===== config.mk =====
export PLATFORM = sky130hd
export DESIGN_NAME = ram_port_arbiter
export DESIGN_NICKNAME = d
export VERILOG_FILES = /design/src/rtl/ram_port_arbiter_pkg.sv /design/src/rtl/ram_byte_seq.sv /design/src/rtl/ram_port_arbiter.sv
export SDC_FILE = /design/constraint.sdc
export NUM_CORES = 1
export LEC_CHECK = 0
export BUFFER_PORTS_ARGS = -buffer_cell sky130_fd_sc_hd__buf_4
export CAP_MARGIN = 20
export CORE_MARGIN = 2
export CORE_UTILIZATION = 47
export CTS_CLUSTER_DIAMETER = 50
export CTS_CLUSTER_SIZE = 40
export DETAILED_ROUTE_END_ITERATION = 6
export PLACE_DENSITY = 0.75
export SLEW_MARGIN = 10
export SYNTH_ARGS = -nofsm -noshare
export SYNTH_HDL_FRONTEND = slang
export SYNTH_SLANG_ARGS = --single-unit

===== constraint.sdc =====
create_clock -name clk -period 3.05 [get_ports clk]
set_clock_uncertainty 0.1 [all_clocks]
set_input_delay 0.1525 -clock clk [delete_from_list [all_inputs] [get_ports clk]]
set_output_delay 0.1525 -clock clk [all_outputs]
set_load 0.02 [all_outputs]

===== src/rtl/ram_port_arbiter_pkg.sv =====
// Shared encodings for the RAM port arbiter: access sizes, RAM rw strobe,
// sequencer states, owner ids, plus helpers for byte count and load extension.
// No logic of its own; imported by ram_byte_seq and ram_port_arbiter.
package ram_port_arbiter_pkg;

    // Data access size as presented on d_size; 2'd3 behaves as a word.
    localparam logic [1:0] SZ_BYTE = 2'd0;
    localparam logic [1:0] SZ_HALF = 2'd1;
    localparam logic [1:0] SZ_WORD = 2'd2;

    // RAM write strobe values.
    localparam logic RAM_RD = 1'b0;
    localparam logic RAM_WR = 1'b1;

    // Port owner ids, as reported on the owner debug output.
    localparam logic OWN_IF = 1'b0;
    localparam logic OWN_D  = 1'b1;

    typedef enum logic [1:0] {
        ST_IDLE  = 2'd0,
        ST_ISSUE = 2'd1,
        ST_DRAIN = 2'd2,
        ST_DONE  = 2'd3
    } st_t;

    // Number of byte beats for a data access.
    function automatic logic [2:0] size_nbytes(input logic [1:0] size);
        logic [2:0] n;
        case (size)
            SZ_BYTE: n = 3'd1;
            SZ_HALF: n = 3'd2;
            default: n = 3'd4;
        endcase
        return n;
    endfunction

    // Sign or zero extension of an assembled little-endian load word.
    function automatic logic [31:0] extend_load(input logic [31:0] w,
                                                input logic [1:0]  size,
                                                input logic        sext);
        logic [31:0] r;
        case (size)
            SZ_BYTE: r = {{24{sext & w[7]}},  w[7:0]};
            SZ_HALF: r = {{16{sext & w[15]}}, w[15:0]};
            default: r = w;
        endcase
        return r;
    endfunction

endpackage


===== src/rtl/ram_byte_seq.sv =====
// Byte sequencer: walks N byte addresses on the RAM port and packs read bytes little-endian.
// Latency: address k in cycle k+1 after start; stores finish in N+1, loads in N+2 (DONE cycle).
// No backpressure: the RAM accepts one byte per cycle; abort drops a read in ISSUE/DRAIN.
//
// Ports: start/base/nbytes/we/wdata launch a transaction from IDLE; abort returns to IDLE
// from ISSUE or DRAIN discarding captured data; state exposes the FSM; ram_a/ram_dout/ram_wr
// drive the RAM and ram_din returns the byte addressed one cycle earlier; rdata is the
// assembled word.
module ram_byte_seq
    import ram_port_arbiter_pkg::*;
#(
    parameter int ADDR_W = 32
)
(
    input  logic              clk,
    input  logic              rst,
    input  logic              start,
    input  logic [ADDR_W-1:0] base,
    input  logic [2:0]        nbytes,
    input  logic              we,
    input  logic [31:0]       wdata,
    input  logic              abort,
    input  logic [7:0]        ram_din,
    output st_t               state,
    output logic [ADDR_W-1:0] ram_a,
    output logic [7:0]        ram_dout,
    output logic              ram_wr,
    output logic [31:0]       rdata
);

    st_t         state_nxt;
    logic [1:0]  cnt;        // index of the byte currently on ram_a
    logic [1:0]  last;       // index of the final byte (N-1)
    logic [1:0]  cnt_inc;
    logic [1:0]  cnt_dec;
    logic        is_last;
    logic        we_q;
    logic [23:0] wdata_q;    // store bytes still to be sent, next one in [7:0]

    assign cnt_inc = cnt + 2'd1;
    assign cnt_dec = cnt - 2'd1;
    assign is_last = (cnt == last);

    always_ff @(posedge clk or posedge rst) begin
        if (rst) begin
            state <= ST_IDLE;
        end else begin
            state <= state_nxt;
        end
    end

    always_comb begin
        state_nxt = state;
        case (state)
            ST_IDLE: begin
                if (start) begin
                    state_nxt = ST_ISSUE;
                end
            end
            ST_ISSUE: begin
                if (abort) begin
                    state_nxt = ST_IDLE;
                end else if (is_last) begin
                    // Stores have nothing to wait for; reads still need the last byte back.
                    state_nxt = we_q ? ST_DONE : ST_DRAIN;
                end
            end
            ST_DRAIN: begin
                state_nxt = abort ? ST_IDLE : ST_DONE;
            end
            ST_DONE: begin
                state_nxt = ST_IDLE;
            end
            default: begin
                state_nxt = ST_IDLE;
            end
        endcase
    end

    always_ff @(posedge clk or posedge rst) begin
        if (rst) begin
            cnt      <= 2'd0;
            last     <= 2'd0;
            we_q     <= 1'b0;
            wdata_q  <= 24'd0;
            ram_a    <= '0;
            ram_dout <= 8'd0;
            ram_wr   <= RAM_RD;
            rdata    <= 32'd0;
        end else begin
            case (state)
                ST_IDLE: begin
                    if (start) begin
                        // Byte 0 is presented directly in the first ISSUE cycle.
                        cnt      <= 2'd0;
                        last     <= 2'(nbytes - 3'd1);
                        we_q     <= we;
                        wdata_q  <= wdata[31:8];
                        ram_a    <= base;
                        ram_dout <= wdata[7:0];
                        ram_wr   <= we ? RAM_WR : RAM_RD;
                        rdata    <= 32'd0;
                    end
                end
                ST_ISSUE: begin
                    if (abort) begin
                        ram_wr <= RAM_RD;
                        rdata  <= 32'd0;
                    end else begin
                        // ram_din now carries the byte addressed in the previous cycle.
                        if (!we_q && cnt != 2'd0) begin
                            rdata[{cnt_dec, 3'b000} +: 8] <= ram_din;
                        end
                        if (is_last) begin
                            ram_wr <= RAM_RD;
                        end else begin
                            cnt      <= cnt_inc;
                            ram_a    <= ram_a + ADDR_W'(1);
                            ram_dout <= wdata_q[7:0];
                            wdata_q  <= {8'd0, wdata_q[23:8]};
                        end
                    end
                end
                ST_DRAIN: begin
                    if (abort) begin
                        rdata <= 32'd0;
                    end else begin
                        rdata[{last, 3'b000} +: 8] <= ram_din;
                    end
                end
                default: begin
                end
            endcase
        end
    end

endmodule


===== src/rtl/ram_port_arbiter.sv =====
// Arbitrates the byte-wide RAM port between instruction fetch (IF) and load/store (D).
// Latency: grant decided in IDLE; word read done 6 cycles later, byte store 2, word store 5.
// Backpressure: requesters hold req until their done pulse; IF may be aborted by if_flush.
//
// Ports: clk/rst; if_req/if_addr/if_flush in, if_done/if_rdata out; d_req/d_we/d_addr/
// d_wdata/d_size/d_sext in, d_done/d_rdata out; ram_a/ram_dout/ram_wr to the RAM,
// ram_din from it; owner reports the current or last grant (0 = IF, 1 = D).
module ram_port_arbiter
    import ram_port_arbiter_pkg::*;
#(
    parameter int ADDR_W       = 32,
    parameter int STARVE_LIMIT = 4
)
(
    input  logic              clk,
    input  logic              rst,
    input  logic              if_req,
    input  logic [ADDR_W-1:0] if_addr,
    input  logic              if_flush,
    output logic              if_done,
    output logic [31:0]       if_rdata,
    input  logic              d_req,
    input  logic              d_we,
    input  logic [ADDR_W-1:0] d_addr,
    input  logic [31:0]       d_wdata,
    input  logic [1:0]        d_size,
    input  logic              d_sext,
    output logic              d_done,
    output logic [31:0]       d_rdata,
    output logic [ADDR_W-1:0] ram_a,
    output logic [7:0]        ram_dout,
    output logic              ram_wr,
    input  logic [7:0]        ram_din,
    output logic              owner
);

    localparam int            SW         = $clog2(STARVE_LIMIT + 2);
    localparam logic [SW-1:0] STARVE_MAX = SW'(STARVE_LIMIT);

    st_t               seq_state;
    logic              in_idle;
    logic              starved;
    logic              grant_d;
    logic              grant_if;
    logic              seq_start;
    logic              seq_abort;
    logic              seq_we;
    logic [ADDR_W-1:0] seq_base;
    logic [2:0]        seq_nbytes;
    logic [31:0]       word;
    logic [SW-1:0]     starve_cnt;
    logic [1:0]        d_size_q;
    logic              d_sext_q;

    // Arbitration happens only in IDLE; DONE never re-arbitrates, so a requester
    // always sees one IDLE cycle between its done and its next grant.
    assign in_idle  = (seq_state == ST_IDLE);
    assign starved  = (starve_cnt == STARVE_MAX) && if_req;
    assign grant_d  = in_idle && d_req && !starved;
    assign grant_if = in_idle && (d_req ? starved : (if_req && !if_flush));
    assign seq_start = grant_d || grant_if;

    assign seq_base   = grant_d ? d_addr : if_addr;
    assign seq_nbytes = grant_d ? size_nbytes(d_size) : 3'd4;
    assign seq_we     = grant_d && d_we;

    // Only a fetch in flight can be aborted; D transactions always run to completion.
    assign seq_abort = if_flush && (owner == OWN_IF) &&
                       (seq_state == ST_ISSUE || seq_state == ST_DRAIN);

    always_ff @(posedge clk or posedge rst) begin
        if (rst) begin
            starve_cnt <= '0;
            owner      <= OWN_IF;
            d_size_q   <= SZ_BYTE;
            d_sext_q   <= 1'b0;
        end else begin
            if (grant_if) begin
                starve_cnt <= '0;
                owner      <= OWN_IF;
            end else if (grant_d) begin
                owner    <= OWN_D;
                d_size_q <= d_size;
                d_sext_q <= d_sext;
                if (if_req && starve_cnt != STARVE_MAX) begin
                    starve_cnt <= starve_cnt + SW'(1);
                end
            end
        end
    end

    ram_byte_seq #(
        .ADDR_W (ADDR_W)
    ) u_seq (
        .clk      (clk),
        .rst      (rst),
        .start    (seq_start),
        .base     (seq_base),
        .nbytes   (seq_nbytes),
        .we       (seq_we),
        .wdata    (d_wdata),
        .abort    (seq_abort),
        .ram_din  (ram_din),
        .state    (seq_state),
        .ram_a    (ram_a),
        .ram_dout (ram_dout),
        .ram_wr   (ram_wr),
        .rdata    (word)
    );

    assign if_done  = (seq_state == ST_DONE) && (owner == OWN_IF);
    assign d_done   = (seq_state == ST_DONE) && (owner == OWN_D);
    assign if_rdata = word;
    assign d_rdata  = extend_load(word, d_size_q, d_sext_q);

endmodule

==> results of run 1 <==
## sequential cells by signal, indices dropped and copies added, names as in the netlist, 2 cells and up
register and flops:
d_size_q 2, starve_cnt 3, u_seq.cnt 2, u_seq.last 2, u_seq.ram_a 32, u_seq.ram_dout 8, u_seq.rdata 32, u_seq.state 2
u_seq.wdata_q 24
## power groups by stage
stage	clock, W	combinational (W)	sequential [W]
after CTS	0.00138	0.00533	0.00260
final	0.00136	0.00539	0.00262
after floorplan	0	0.00327	0.00282
after global routing	0.00143	0.00585	0.00270
after detailed placement	0	0.00527	0.00263
after global placement	0	0.00517	0.00262
## cells in the mapped netlist, drive strengths merged, types with 4 or more instances
master	number
nor2b	60
nand4	12
buf	23
nand3	23
a21oi	41
o32ai	5
mux2	18
o22ai	37
nand2	104
and3	8
nor3b	5
a31oi	25
a21o	17
nor2	25
inv	18
nor3	15
and2	4
dfrtp	111
a211oi	7
o21ai	58
a22o	34
a32o	7
clkbuf	38
mux2i	38
ha	20
nor4	14
## routing by layer
| metal | share of wire (%) | GRT usage (%) | vias up |
|---|---|---|---|
| met5 | 0 | 0 | - |
| met4 | 2.8 | 11.31 | 0 |
| met3 | 6.7 | 3.756 | 56 |
| met2 | 49 | 46.96 | 345 |
| met1 | 42 | 35.30 | 3481 |
| li1 | - | - | 3466 |
## layout by cell type (no fill, tap or decap), types with 3 or more instances in the layout
| master | instances |
|---|---|
| buf_4 | 239 |
| a21o_1 | 17 |
| inv_1 | 17 |
| nor2_1 | 22 |
| nor3_1 | 15 |
| o22ai_1 | 37 |
| dfrtp_1 | 111 |
| a31oi_1 | 25 |
| buf_12 | 3 |
| nor2b_1 | 59 |
| nor4_1 | 13 |
| bufinv_16 | 3 |
| dlygate4sd3_1 | 40 |
| a311oi_1 | 3 |
| nand2b_1 | 3 |
| and2_1 | 3 |
| mux2_2 | 18 |
| nand4_1 | 12 |
| nand2_1 | 104 |
| nand3_1 | 22 |
| o32ai_1 | 5 |
| and3_1 | 8 |
| clkbuf_16 | 9 |
| ha_1 | 19 |
| and4_1 | 3 |
| nor2_2 | 3 |
| o21ai_0 | 54 |
| a32o_1 | 7 |
| mux2i_1 | 38 |
| a221oi_1 | 3 |
| a22o_1 | 34 |
| a211oi_1 | 6 |
| a21oi_1 | 41 |
| nor3b_1 | 4 |
## cell type report
cell class	instances	area share, %
multi-input combinational	621	41.92
tap	188	2.407
clock inverter	5	1.101
clock buffer	10	2.343
sequential	111	28.43
timing repair buffer	282	23.07
inverter	18	0.7298
## worst paths after layout
check | startpoint | endpoint | cells past startpoint
max in group asynchronous | rst | u_seq.rdata[30] | 4
min in group asynchronous | rst | d_sext_q | 3
min | ram_din[2] | u_seq.rdata[2] | 2
min reg2reg | u_seq.wdata_q[1] | u_seq.wdata_q[1] | 2
max reg2reg | u_seq.state[0] | u_seq.ram_a[9] | 7
max | u_seq.state[0] | u_seq.ram_a[9] | 7
## per-stage QoR
step           utilization, %  setup WS, ns  power (W)  hold WS, ns  instance area (sq um)
2_1_floorplan               -        0.6396   0.006084       0.1579                   7214
3_5_place_dp            59.83        0.4474   0.007898     -0.01017                   9027
6_report                64.76        0.4284   0.009371     0.006121                   9772
4_1_cts                 64.71        0.4361   0.009318     0.001790                   9764
5_1_grt                 64.76        0.2504   0.009987      0.02206                   9772
3_3_place_gp            59.83        0.5552   0.007790     -0.01664                   9027
## worst max-delay path, delay by kind of cell (launching register included)
family	cells	cell delay [ns]
DFF	1	0.43
and+or+nand+nor	5	1.57
buffers and inverters	1	0.11
adders and majority gates	1	0.32
## timing repair
item	in CTS	in global routing
setup endpoints to repair	0	0
setup buffers	0	0
endpoints found under the hold margin	100	0
hold buffers	40	0
## logic make-up (layout without fill, tap and decap cells)
| group | count (synthesis) | after routing | synth area share [%] |
|---|---|---|---|
| fa+ha+maj | 20 | 20 | 3.470 |
| xor+xnor | 2 | 2 | 0.3471 |
| simple gates | 285 | 285 | 20.61 |
| compound gates | 258 | 258 | 23.93 |
| buf+inv | 79 | 315 | 5.032 |
| mux | 56 | 56 | 8.086 |
| flops | 111 | 111 | 38.52 |
==> out/metrics.cfg, run 1 <==
[finish]
fillers=1315
drive_above_1_share_pct=27.98
fin_nets=1176
diodes=0
syn_to_final_growth_pct=35.52
multi_input_area_sq_um=4096
final_cells=1235
regArea_sq_um=2778

[clock_tree]
cts_resized=0
ctsHtreeMaxLevel=3
cts.path.max_buffers=2
clock-sinks=111
cts_tree=yes
cts-buffers-inserted=9
clockRootBuffer=clkbuf_16
clkLatencyLatePin_ns=0.36
clk_pin_slew_ns=0.07

[setup_path]
crit_slowest_cell=or4_1
cpPeakStageDelay_ns=0.54
criticalPathCategory=reg2reg
worstPathMaxFanout=8
rrSetupSlack_ns=0.43
crit_required_ns=3.20
critical_path.startpoint_type=flip-flop
cp-end-kind=flip-flop
worstPathCellList=inv_1 -> ha_1 -> nor2b_4 -> and2_1 -> or3_1 -> or4_1 -> and3_1
arrival_ns=2.77

[drt]
drt_wl_total_um=22620
route.detailed.drc=0
wl_per_cell_um=18.31
avgViaCountPerCell=5.950
firstDrtPassIters=6
vias=7348
ant_nets=0
drt-initial-drc-count=481

[floorplan]
ios=221
row_count=45
dieArea_sq_um=16350
core_area_sq_um=15090
die_x_um=127.9
initial_core_util_pct=47.79
die_height_um=127.9

[sta]
post-route-period-util_pct=85.95
hold_viol=0
worst_pin_slew_ns=0.9050
maxSlewViolCount=0
setup_viol=0
grt_setup_unrepaired=no
max_freq_ghz=0.3815
slew_headroom_pct=39.60
min_period_ns=2.622
tns_ns=0

[worst_hold_path]
hold_path_class=in2reg

[synthesis]
ys_seq_elements=111
yosysUniqueCellTypes=67
synthFlopType=dfrtp_1
avgSynthCellArea_sq_um=8.891
netlist_top_cells_area=dfrtp_1 (39%), nand2_1 (5.4%), mux2i_1 (5.3%)
syn-num-nets=944
synth_top_area_cell=dfrtp_1
synthCells=811
seq_area_frac_synth_pct=38.52
synth_top_area_share_pct=38.52
synth_edf_count=0
synthArstFlopShare_pct=100.0
syn_area_sq_um=7211
ys_warn_count=0

[power_and_ir_drop]
intPower_w=0.004899
combPwrFrac_pct=57.5
clockPowerShare_pct=14.5
p_seq_share_pct=28.0
switching_share_pct=47.72
ir_drop_v=0.0005911
power.switching_w=0.004472
pwr_density_cell_nw_per_um2=958.9
power.leakage_nw=4.706

[grt]
grt_max_degree=54
grt_pass1_wl_um=35580
antenna_found_initial=0
grt_overflow=0
globalRouteTotalUtil_pct=27.51
grt_pass1_vias=7011

[placement]
place_inst=1179
port_buffers=220
gp_congestion=0.8972
place_hpwl_um=16070

[outcome]
status=finished clean

[run]
drv_cap=0

Note: power is estimated with default switching activity, not from simulation.
==> run 2: changes to the inputs <==
- RECOVER_POWER: not set -> 50
==> out/metrics.cfg, run 2 (synthesis results as in run 1) <==
[sta]
tns_ns=0  ; unchanged
hold_viol=0  ; unchanged
worst_pin_slew_ns=1.945  ; +1.040 ns
post-route-period-util_pct=86.05  ; +0.10 points
min_period_ns=2.625  ; +0.003058 ns
slew_headroom_pct=-29.68  ; -69 points
setup_viol=0  ; unchanged
maxSlewViolCount=69  ; +69
grt_setup_unrepaired=no
max_freq_ghz=0.3810  ; -0.12%

[setup_path]
cp-end-kind=flip-flop
startpoint=u_seq.state[0]
reg2regPathDepth=7  ; unchanged
arrival_ns=2.77  ; about the same
crit_end=u_seq.ram_a[9]
critical_path.startpoint_type=flip-flop
criticalPathCategory=reg2reg
worstPathMaxFanout=8  ; unchanged
crit_required_ns=3.20  ; about the same
r2r_end=u_seq.ram_a[9]
rrSetupSlack_ns=0.43  ; about the same
worstReg2RegStart=u_seq.state[0]

[grt]
grt_overflow=0  ; unchanged
grt_pass1_wl_um=35580  ; unchanged
antenna_found_initial=0  ; unchanged
grt_pass1_vias=7011  ; unchanged
globalRouteTotalUtil_pct=27.51  ; unchanged
grt_max_degree=54  ; unchanged

[drt]
drt-initial-drc-count=543  ; +13%
drt_wl_total_um=22510  ; -0.47%
vias=7304  ; -0.60%
wl_per_cell_um=18.23  ; -0.47%
avgViaCountPerCell=5.914  ; -0.60%
ant_nets=0  ; unchanged
firstDrtPassIters=5  ; -1
route.detailed.drc=0  ; unchanged

[outcome]
violations=max-capacitance violations, max-slew violations
status=finished with violations

[finish]
diodes=0  ; unchanged
syn_to_final_growth_pct=32.54
reg_top3=u_seq.ram_a x32, u_seq.rdata x32, u_seq.wdata_q x24
layout_common_cells=buf_4 (181), dfrtp_1 (111), nand2_1 (104)
fillers=1361  ; +3.5%
regArea_sq_um=2778  ; unchanged
drive_above_1_share_pct=22.64  ; -5.3 points
fin_nets=1176  ; unchanged
multi_input_area_sq_um=4096  ; unchanged
final_common_cell=buf_4
design_area_sq_um=9557  ; -2.2%

[placement]
gp_congestion=0.8972  ; unchanged
port_buffers=220  ; unchanged
placed_cell_area_sq_um=9027  ; unchanged
place_hpwl_um=16070  ; unchanged

[floorplan]
die_x_um=127.9  ; unchanged
initial_core_util_pct=47.79  ; unchanged
ios=221  ; unchanged
core_area_sq_um=15090  ; unchanged
die_height_um=127.9  ; unchanged
dieArea_sq_um=16350  ; unchanged
row_count=45  ; unchanged

[clock_tree]
clock-sinks=111  ; unchanged
cts-buffers-inserted=9  ; unchanged
clk_pin_slew_ns=0.07  ; about the same
cts_tree=yes
cts.path.max_buffers=2  ; unchanged
ctsHoldBuffers=40  ; unchanged
clockRootBuffer=clkbuf_16
ctsHtreeMaxLevel=3  ; unchanged
clkLatencyLatePin_ns=0.36  ; about the same
post_cts_buffers=0  ; unchanged
cts_resized=0  ; unchanged

[power_and_ir_drop]
ir_drop_v=0.0005915  ; about the same
pwr_density_cell_nw_per_um2=964.4  ; +0.57%
power.leakage_nw=4.482  ; -4.8%

[worst_hold_path]
hold_path_class=in2reg
timing.hold.worst_path_depth=2  ; unchanged

[run]
drv_cap=2  ; +2

==> run 2: changes by cell type in the layout (fill, tap and decap cells not counted), sizes merged <==
cell / change
buf: -58
clkbuf: +58
==> run 2: layout make-up <==
| cell class | instances | area share [%] |
|---|---|---|
| Multi-Input combinational cell | 621 | 42.86 |
| Sequential cell | 111 | 29.07 |
| Timing Repair Buffer | 282 | 21.37 |
| Tap cell | 188 | 2.461 |
| Clock buffer | 10 | 2.396 |
| Clock inverter | 5 | 1.126 |
| Inverter | 18 | 0.7201 |
==> run 2: worst min-delay path by stage <==
| stage | end | from |
|---|---|---|
| final | u_seq.rdata[2] | ram_din[2] |
| after global routing | u_seq.rdata[2] | ram_din[2] |
| after CTS | u_seq.ram_dout[4] | d_wdata[4] |
| after detailed placement | u_seq.rdata[2] | rst |
| after global placement | u_seq.rdata[2] | rst |
| after floorplan | d_sext_q | d_sext |
==> run 2: stage by stage <==
stage / std cells / utilization [%] / power [W] / hold slack, ns / worst slack, ns
floorplan: 811 / - / 0.006084 / 0.1579 / 0.6396
global placement: 1179 / 59.83 / 0.007790 / -0.01664 / 0.5552
detailed placement: 1179 / 59.83 / 0.007898 / -0.01017 / 0.4474
CTS: 1234 / 64.71 / 0.009318 / 0.001790 / 0.4361
global route: 1235 / 63.33 / 0.009841 / 0.02204 / 0.1527
finish: 1235 / 63.33 / 0.009217 / 0.006040 / 0.4254
==> run 2: power breakdown <==
part	internal, W	switching, W
clock network	0.000803	0.000556
registers	0.00202	0.000589
logic	0.00193	0.00331
total	0.00476	0.00446
==> run 2: critical path, stage by stage (launching register included) <==
cell	delay, ns
dfrtp_1	0.42
inv_1	0.11
ha_1	0.32
nor2b_4	0.18
and2_1	0.16
or3_1	0.53
or4_1	0.54
and3_1	0.16
==> run 2: layer usage <==
metal | track usage, % | up-vias | wire (um)
met1 | 35.30 | 3471 | 9437
met5 | 0 | - | 0
met3 | 3.756 | 47 | 1457
met2 | 46.96 | 324 | 11020
li1 | - | 3462 | -
met4 | 11.31 | 0 | 599
